$ cat src/rtl/hram_arb_pkg.sv
// Shared types and helpers for the two-master HyperRAM Avalon-MM burst arbiter.
package hram_arb_pkg;

    localparam int DEFAULT_ADDR_W  = 32;
    localparam int DEFAULT_DATA_W  = 16;
    localparam int DEFAULT_BURST_W = 11;

    typedef enum logic [1:0] {
        IDLE     = 2'd0,
        WR_BURST = 2'd1,
        RD_CMD   = 2'd2,
        RD_DATA  = 2'd3
    } arb_state_e;

    // Avalon burstcount 0 means a single beat.
    function automatic logic [31:0] norm_burst(input logic [31:0] bc);
        return (bc == 32'd0) ? 32'd1 : bc;
    endfunction

endpackage

$ cat src/rtl/hram_arb_rr_pick.sv
// Two-input winner picker: round-robin on last_grant, or fixed m0 priority
// when HRAM_ARB_FIXED_PRIO_EN is defined.
module hram_arb_rr_pick
    import hram_arb_pkg::*;
(
    input  logic [1:0] req_i,
    input  logic       last_grant_i,
    output logic       grant_o
);

`ifdef HRAM_ARB_FIXED_PRIO_EN
    logic unused_last_grant;
    assign unused_last_grant = last_grant_i;
    assign grant_o           = ~req_i[0] & req_i[1];
`else
    // On contention the master that did not win last time goes next.
    assign grant_o = (req_i == 2'b11) ? ~last_grant_i : req_i[1];
`endif

endmodule

$ cat src/rtl/hram_avs_arbiter.sv
// Whole-burst arbiter sharing the HyperRAM converter slave between m0 and m1.
// Optional fixed m0 priority via HRAM_ARB_FIXED_PRIO_EN (round-robin otherwise).
module hram_avs_arbiter
    import hram_arb_pkg::*;
#(
    parameter int ADDR_W  = DEFAULT_ADDR_W,
    parameter int DATA_W  = DEFAULT_DATA_W,
    parameter int BURST_W = DEFAULT_BURST_W
) (
    input  logic               clk_clk,
    input  logic               reset_reset_n,

    input  logic [ADDR_W-1:0]  m0_address,
    input  logic               m0_read,
    input  logic               m0_write,
    input  logic [DATA_W-1:0]  m0_writedata,
    input  logic [BURST_W-1:0] m0_burstcount,
    output logic [DATA_W-1:0]  m0_readdata,
    output logic               m0_readdatavalid,
    output logic               m0_waitrequest,

    input  logic [ADDR_W-1:0]  m1_address,
    input  logic               m1_read,
    input  logic               m1_write,
    input  logic [DATA_W-1:0]  m1_writedata,
    input  logic [BURST_W-1:0] m1_burstcount,
    output logic [DATA_W-1:0]  m1_readdata,
    output logic               m1_readdatavalid,
    output logic               m1_waitrequest,

    output logic [ADDR_W-1:0]  avm_address,
    output logic               avm_read,
    output logic               avm_write,
    output logic [DATA_W-1:0]  avm_writedata,
    output logic [BURST_W-1:0] avm_burstcount,
    input  logic [DATA_W-1:0]  avm_readdata,
    input  logic               avm_readdatavalid,
    input  logic               avm_waitrequest
);

    arb_state_e         state_q, state_d;
    logic               owner_q, owner_d;
    logic               last_grant_q, last_grant_d;
    logic [BURST_W-1:0] beats_q, beats_d;

    logic [1:0]         req;
    logic               winner;
    logic               win_write;
    logic [BURST_W-1:0] win_bc;

    logic               own_read, own_write;
    logic               own_wait, own_rdv;
    logic               beat_last;
    logic               cmd_acc;

    assign req       = {m1_read | m1_write, m0_read | m0_write};
    assign win_write = winner ? m1_write : m0_write;
    assign win_bc    = winner ? m1_burstcount : m0_burstcount;

    hram_arb_rr_pick u_pick (
        .req_i        (req),
        .last_grant_i (last_grant_q),
        .grant_o      (winner)
    );

    assign own_read       = owner_q ? m1_read : m0_read;
    assign own_write      = owner_q ? m1_write : m0_write;
    assign avm_address    = owner_q ? m1_address : m0_address;
    assign avm_writedata  = owner_q ? m1_writedata : m0_writedata;
    assign avm_burstcount = owner_q ? m1_burstcount : m0_burstcount;

    assign beat_last = (beats_q == BURST_W'(1));
    assign cmd_acc   = own_read & ~avm_waitrequest;

    // NOTE: non-blocking (<=) so every flop samples the pre-edge values of the others.
    always_ff @(posedge clk_clk or negedge reset_reset_n) begin
        if (!reset_reset_n) begin
            state_q      <= IDLE;
            owner_q      <= 1'b0;
            last_grant_q <= 1'b1;
            beats_q      <= '0;
        end else begin
            state_q      <= state_d;
            owner_q      <= owner_d;
            last_grant_q <= last_grant_d;
            beats_q      <= beats_d;
        end
    end

    // NOTE: every output of this block gets a default first, so no path can infer a latch.
    always_comb begin
        state_d      = state_q;
        owner_d      = owner_q;
        last_grant_d = last_grant_q;
        beats_d      = beats_q;
        avm_read     = 1'b0;
        avm_write    = 1'b0;
        own_wait     = 1'b1;
        own_rdv      = 1'b0;

        case (state_q)
            IDLE: begin
                if (|req) begin
                    owner_d = winner;
                    beats_d = BURST_W'(norm_burst(32'(win_bc)));
                    state_d = win_write ? WR_BURST : RD_CMD;
                end
            end

            WR_BURST: begin
                avm_write = own_write;
                own_wait  = avm_waitrequest;
                if (own_write && !avm_waitrequest) begin
                    if (beat_last) begin
                        state_d      = IDLE;
                        last_grant_d = owner_q;
                    end else begin
                        beats_d = beats_q - BURST_W'(1);
                    end
                end
            end

            RD_CMD: begin
                avm_read = own_read;
                own_wait = avm_waitrequest;
                own_rdv  = avm_readdatavalid;
                // An early beat is counted, but the counter never drops below 1 here.
                if (avm_readdatavalid && !beat_last) begin
                    beats_d = beats_q - BURST_W'(1);
                end
                if (cmd_acc) begin
                    if (avm_readdatavalid && beat_last) begin
                        state_d      = IDLE;
                        last_grant_d = owner_q;
                    end else begin
                        state_d = RD_DATA;
                    end
                end
            end

            RD_DATA: begin
                own_rdv = avm_readdatavalid;
                if (avm_readdatavalid) begin
                    if (beat_last) begin
                        state_d      = IDLE;
                        last_grant_d = owner_q;
                    end else begin
                        beats_d = beats_q - BURST_W'(1);
                    end
                end
            end

            default: state_d = IDLE;
        endcase
    end

    assign m0_waitrequest   = owner_q ? 1'b1 : own_wait;
    assign m1_waitrequest   = owner_q ? own_wait : 1'b1;
    assign m0_readdatavalid = ~owner_q & own_rdv;
    assign m1_readdatavalid = owner_q & own_rdv;
    assign m0_readdata      = avm_readdata;
    assign m1_readdata      = avm_readdata;

endmodule

$ cat config.mk
export PLATFORM = sky130hd
export DESIGN_NAME = hram_avs_arbiter
export DESIGN_NICKNAME = d
export VERILOG_FILES = /design/src/rtl/hram_arb_pkg.sv /design/src/rtl/hram_arb_rr_pick.sv /design/src/rtl/hram_avs_arbiter.sv
export SDC_FILE = /design/constraint.sdc
export NUM_CORES = 1
export LEC_CHECK = 0
export CAP_MARGIN = 20
export CORE_AREA = 2 2 94 96
export CTS_CLUSTER_SIZE = 40
export DETAILED_ROUTE_END_ITERATION = 10
export DIE_AREA = 0 0 96 98
export PLACE_DENSITY = 0.87
export SYNTH_ARGS = -nofsm -noshare
export SYNTH_HDL_FRONTEND = slang
export SYNTH_SLANG_ARGS = --single-unit
export TNS_END_PERCENT = 100
$ cat constraint.sdc
create_clock -name clk_clk -period 2.5 [get_ports clk_clk]
set_input_delay 0.75 -clock clk_clk [delete_from_list [all_inputs] [get_ports clk_clk]]
set_output_delay 0.75 -clock clk_clk [all_outputs]
set_load 0.02 [all_outputs]
==> results of run 1 <==
through the flow:
| step | utilization, % | setup slack (ns) |
|---|---|---|
| 3_3_place_gp | 50.7 | -0.412 |
| 3_5_place_dp | 50.7 | -0.413 |
| 5_1_grt | 50.0 | 0.00126 |
| 2_1_floorplan | - | 0.288 |
| 6_report | 50.0 | 0.000407 |
| 4_1_cts | 50.6 | 0.000289 |
cells in the final DEF, fill, tap and decap left out, types with 4 or more instances in the layout:
cell type	instances
a21oi_1	9
a22oi_1	5
buf_2	5
buf_4	35
clkbuf_2	18
clkdlybuf4s15_1	28
clkdlybuf4s15_2	5
clkdlybuf4s50_1	124
dfrtp_1	13
dlygate4sd2_1	9
ha_1	7
inv_1	9
mux2_2	67
mux2i_1	9
nand2_1	6
nor2_1	19
nor3_1	4
nor4_1	5
o21ai_0	19
worst paths after layout:
path                                         from                endpoint  slack (ns)
min                        beats_q[9]$_DFFE_PN0P_  beats_q[9]$_DFFE_PN0P_        0.52
min reg2reg                beats_q[9]$_DFFE_PN0P_  beats_q[9]$_DFFE_PN0P_        0.52
max reg2reg                beats_q[1]$_DFFE_PN0P_  beats_q[0]$_DFFE_PN0P_        0.38
max in group asynchronous           reset_reset_n     owner_q$_DFFE_PN0P_        1.09
min in group asynchronous           reset_reset_n  state_q[0]$_DFFE_PN0P_        0.92
max                                m0_address[23]         avm_address[23]      0.0004
final cells by class:
cell class | instances | area, um2 | area share (%)
Antenna cell | 1 | 2.50 | 0.0591
Sequential cell | 15 | 378 | 8.92
Timing Repair Buffer | 227 | 2090 | 49.5
Multi-Input combinational cell | 183 | 1550 | 36.5
Tap cell | 108 | 135 | 3.19
Clock buffer | 4 | 45.0 | 1.06
Inverter | 9 | 33.8 | 0.798
worst register-to-register path, cell delays in order, from the launching register on:
cell and delay (ns):
dfrtp_1 0.40, inv_1 0.09, ha_1 0.14, nor4b_2 0.35, a41oi_2 0.21, o2111ai_4 0.32, buf_4 0.17, nor3_1 0.04
a211o_1 0.29
repair_timing:
item                                    in CTS  in global routing
endpoints found under the setup margin      65                 48
pin swaps                                    0                  2
gates resized for setup                    112                 53
flip-flops by register name, summed over array words and instances (netlist names):
name,count
beats_q,11
state_q,2
last_grant_q,1
owner_q,1
routing by layer:
metal / wire length [um] / global-route usage, % / up-vias
met1: 3520 / 21.7 / 1190
met3: 876 / 4.32 / 12
li1: - / - / 1266
met2: 4470 / 32.5 / 159
met5: 0 / 0 / -
met4: 206 / 4.07 / 0
cells in the mapped netlist, types with 2 or more instances:
cell type / n / area, um2
nand3_1: 3 / 15.0
buf_4: 33 / 248
nor2b_1: 2 / 12.5
nor2_1: 19 / 71.3
or4_1: 3 / 22.5
a31oi_1: 2 / 12.5
dfrtp_1: 14 / 350
o22a_1: 3 / 26.3
a21oi_1: 9 / 45.0
a32oi_1: 2 / 17.5
nand2_1: 6 / 22.5
a22oi_1: 5 / 37.5
inv_1: 9 / 33.8
mux2_2: 67 / 754
clkbuf_1: 10 / 37.5
o21ai_0: 21 / 105
ha_1: 7 / 87.6
nor4_1: 5 / 31.3
nor3_1: 4 / 20.0
mux2i_1: 9 / 90.1
and2_1: 2 / 12.5
power by group through the flow:
stage | combinational [mW] | sequential, mW | clock [mW]
floorplan | 1.97 | 0.494 | 0
global placement | 3.14 | 0.517 | 0
detailed placement | 3.20 | 0.529 | 0
CTS | 3.01 | 0.525 | 0.209
global route | 3.26 | 0.547 | 0.218
finish | 3.01 | 0.526 | 0.206
cells by family after synthesis:
group	share of synthesized area [%]
AND/OR/NAND/NOR	12.5
buffers and inverters	15.0
adder cells (fa/ha/maj)	3.92
multiplexers	37.8
flip-flops	16.8
AO/OA/AOI/OAI	13.9
==> summary.txt, run 1 <==
Outcome
  • Status: finished, final reports clean

Synth
  • Synthesized flop and latch total: 15
  • EDFF count, synth: 0
  • Synth Area per Inst: 8.87 um2
  • Mapped Area: 2240 um2
  • Netlist cell types: 38
  • Post-synth ARST share: 100%
  • Mapped Cells: 252
  • Ys flop type: dfrtp_1
  • Sequential-to-total area share from yosys stat: 16.8%
  • Synth Net Count: 401
  • Ys Warns: 0

Setup path
  • Critical Path Max Stage Delay: 0.42 ns
  • Worst setup SP type: input pin
  • Worst-path fanout max: 1
  • Cell Chain, Critical Path: clkdlybuf4s50_1, mux2_2, dlygate4sd2_1
  • Buf/Inv on CP: 2
  • Worst Setup End Kind: primary output
  • CP Depth: 3
  • CP arrival: 1.75 ns
  • Data required, critical path: 1.75 ns
  • R2r worst-path depth: 8
  • Crit-path slowest cell: clkdlybuf4s50_1
  • Setup Crit Path Kind: input pin to primary output
  • Top delay family on crit path: buffers and inverters

STA
  • Slew margin rel.: 52.7%
  • Pins over their slew limit: 0
  • Worst hold slack: 0.520 ns
  • Tcrit/Tclk final: 100%
  • Setup Viol. Count Final: 0
  • Worst Tran Pin Value: 0.707 ns
  • Minimum clock period after layout: 2.50 ns
  • Unrepaired setup endpoints after global routing: no
  • Worst Clk Skew: 0.00439 ns
  • Final hold vios: 0
  • Final TNS setup: 0 ns
  • Max frequency: 400 MHz

CTS
  • Clock slew seen by the registers of the worst setup and hold paths: 0.06 ns
  • CTS tree: yes
  • Clk sink count: 15
  • Num CTS Buffers: 3
  • Post-cts hold buffer count: 0
  • CTS H-tree lvls: 1
  • Clock latency at the later pin of the worst-skew pair: 0.26 ns
  • Clock Path Buffers: 2
  • CTS Root Cell: clkbuf_8
  • Setup bufs post-CTS: 0

Detailed routing
  • DR iter-0 viols: 59
  • Post-DR wirelength/cell: 16.6 um
  • Drt drc: 0
  • Vias: 2627
  • Antenna-violating nets left: 0
  • Routed WL: 9070 um
  • Drt pass-1 iters: 4
  • Via/cell ratio: 4.80

Flow run
  • Max-Cap Viols: 0

Pwr
  • Clk pwr share: 5.5%
  • Pint: 1.98 mW
  • Share of total power in sequential cells: 14.0%
  • Maximum vdd drop: 0.449 mV
  • Pwr per Cell Area: 884 nW/um2
  • Pleak: 1.76 nW
  • Total net switching power: 1.76 mW
  • Sw Share: 47.2%
  • Total power: 3.74 mW
  • Combinational share of power: 80.5%

Placed design
  • Port Buf Inserts: 190
  • Placed cell count: 542
  • DP Wirelength: 7790 um
  • GPL Wtd Cong: 0.862
  • Placed cell area: 4290 um2

Final layout
  • Post-route design area: 4230 um2
  • Area grow syn2layout: 89.4%
  • NumNets Final: 588
  • Non-filler instance count after layout: 547
  • Layout cell share with drive strength beyond 1: 33.1%
  • Filler cells: 773

Min path
  • Worst hold path depth: 2
  • Min-delay worst type: flop to flop

Die
  • Row count: 34
  • Initial Util: 26.4%
  • Die height: 98 um
  • Die W: 96 um
  • Die ar.: 9410 um2
  • Ports: 239
  • Core Area: 8470 um2

GRT
  • GRT overflow: 0
  • Largest net degree at the start of global routing: 39
  • Initial antenna violation count: 1
  • Number of global-route vias before repair: 2697
  • First-pass GRT wire length: 13400 um
  • Gr usage total: 18.2%
(Power assumes the default switching activity.)
==> run 2: changes to the inputs <==
CAP_MARGIN = 10   (was 20)
==> results of run 2 <==
The final DEF is identical to that of run 1; final timing and power are the same.
==> run 3: changes to the inputs <==
ABC_CLOCK_PERIOD_IN_PS = 2500   (was not set)
==> results of run 3 <==
The final DEF is identical to that of run 1; final timing and power are the same.
==> patch, RTL diff (config.mk and constraints of run 1) <==
The package constant `DEFAULT_ADDR_W` goes from 32 to 48.
--- a/src/rtl/hram_arb_pkg.sv
+++ b/src/rtl/hram_arb_pkg.sv
@@ -1,7 +1,7 @@
 // Shared types and helpers for the two-master HyperRAM Avalon-MM burst arbiter.
 package hram_arb_pkg;
 
-    localparam int DEFAULT_ADDR_W  = 32;
+    localparam int DEFAULT_ADDR_W  = 48;
     localparam int DEFAULT_DATA_W  = 16;
     localparam int DEFAULT_BURST_W = 11;
 
Interface: changed (resized avm_address, m0_address and m1_address); port bits go from 239 to 287. No check against the original RTL was run, so the function may have changed too.
==> patch against run 1 <==
- area after synthesis grew 8.4%
- total power grew 9.8%
- sequential power rose by 1%
- setup slack improved by 11 ps
- largest cell class unchanged
- design area increased by 14%
- highest routed layer is now met5
- routed wire length grew 29%
- global-route usage up 5.1 points
- sequential cell count did not move
==> patch: results (changes against run 1) <==
The sequential share of cell area was 0.07870 (-0.01055). The antenna diode count is 5 (+4). The wire length of the first global-routing pass is 16490 um (+23%).

The logs give 270 (+7.1%) for the count of mapped cells out of synthesis and 0.2329 (+0.05057) for the total global-route track usage. For the number of placed instances, taps included, the log shows 601 (+11%). The buffer count excluding the clock tree in the final layout was 270 (+19%); the clock group share of total power was 0.049 (-0.006). The net count after synthesis is 451 (+12%), and the proportion of cell area occupied by multi-input gates is 0.3528 (-0.01212).

The fraction of final layout cells with drive strength greater than 1 came out at 0.3219 (-0.009119). The tools report the static leakage as 0.002004 uW (+14%). The number of global-route vias before repair is 3094 (+15%).

The worst-path maximum fanout is 2 (+1). After synthesis, the cell types taking the most area are mux2_2, dfrtp_1, buf_4. The logs give 0.822 (+0.017) for the portion of total power attributed to combinational logic and 1.795 ps (-2.591 ps) for the clock tree skew after final layout. Number of antenna violations at the first check in global routing: 8 (+7). The average cell area after synthesis was 8.981 sq um (+1.2%); the number of distinct library cells after synthesis was 39 (+2.6%). Relative area of non-clock buffer cells in the final design: 0.5216 (+0.02693). Slew at the pin with the worst max-slew slack: 689.8 ps (-16.96 ps).

The tools report the number of combinational gates with multiple inputs as 199 (+8.7%). The area of placed instances was 4898 sq um (+14%). The run finished with clean final reports. The switching portion of total power was 0.4749 (+0.003263).

By count the netlist is led by mux2_2, buf_4, o21ai_0, nor2_1, dfrtp_1. The pin count of the biggest net entering global routing was 40 (+2.6%). For the HPWL after detailed placement, the log shows 10320 um (+32%). The tools report the worst setup path startpoint as m1_address[27]. The ratio of routed vias to standard cells was 4.884 (+1.7%); the share of synthesized area occupied by flip-flops and latches was 0.1553 (-0.01312).
[patch: cell types whose count changed in the layout (fill, tap and decap cells not counted), moves of 3 or more]
cell | before | now
clkdlybuf4s15_2 | 5 | 9
clkdlybuf4s50_1 | 124 | 152
buf_4 | 35 | 32
clkdlybuf4s15_1 | 28 | 35
dlygate4sd2_1 | 9 | 14
mux2_2 | 67 | 83
diode_2 | 1 | 5
[patch: worst paths after layout]
kind,slack (ps),to,cells after the start
worst max register to register,400,beats_q[0],7
worst min register to register,540,beats_q[9],2
min in group asynchronous,920,beats_q[4],1
worst max-delay path,10,avm_address[27],3
worst min-delay path,540,beats_q[9],2
max in group asynchronous,1080,owner_q,1
[patch: routing by layer]
layer  vias to the layer above  track usage  share of wire
met5                         -            0         0.0024
met4                         4      0.04725          0.011
met3                        20       0.1397           0.15
met2                       181       0.4054           0.49
met1                      1347       0.2369           0.35
li1                       1427            -              -
[patch: kinds of logic (layout without fill, tap and decap cells)]
kind of cell | after synthesis | after routing | synth area share
compound gates | 49 | 49 | 0.1285
buf+inv | 56 | 283 | 0.1419
flops | 15 | 15 | 0.1553
simple gates | 51 | 51 | 0.1156
fa+ha+maj | 7 | 7 | 0.03612
mux | 92 | 92 | 0.4226
other cells | 0 | 5 | 0
[patch: timing repair]
action	CTS	global route
gates resized for setup	147	50
buffers inserted	0	0
endpoints found under the hold margin	0	0
setup endpoints to repair	80	49
pin swaps	0	1
[patch: through the flow]
step / util / power, uW / TNS, ps
final: 0.5709 / 4110 / 0
after detailed placement: 0.5786 / 4164 / -19460
after floorplan: - / 2737 / 0
after global routing: 0.5701 / 4377 / -4.186
after global placement: 0.5786 / 4085 / -18840
after CTS: 0.5776 / 4132 / 0
[patch: worst max-delay path: cells and delay by family]
kind	cells	cell delay, ps
mux	1	260
buf+inv	2	730
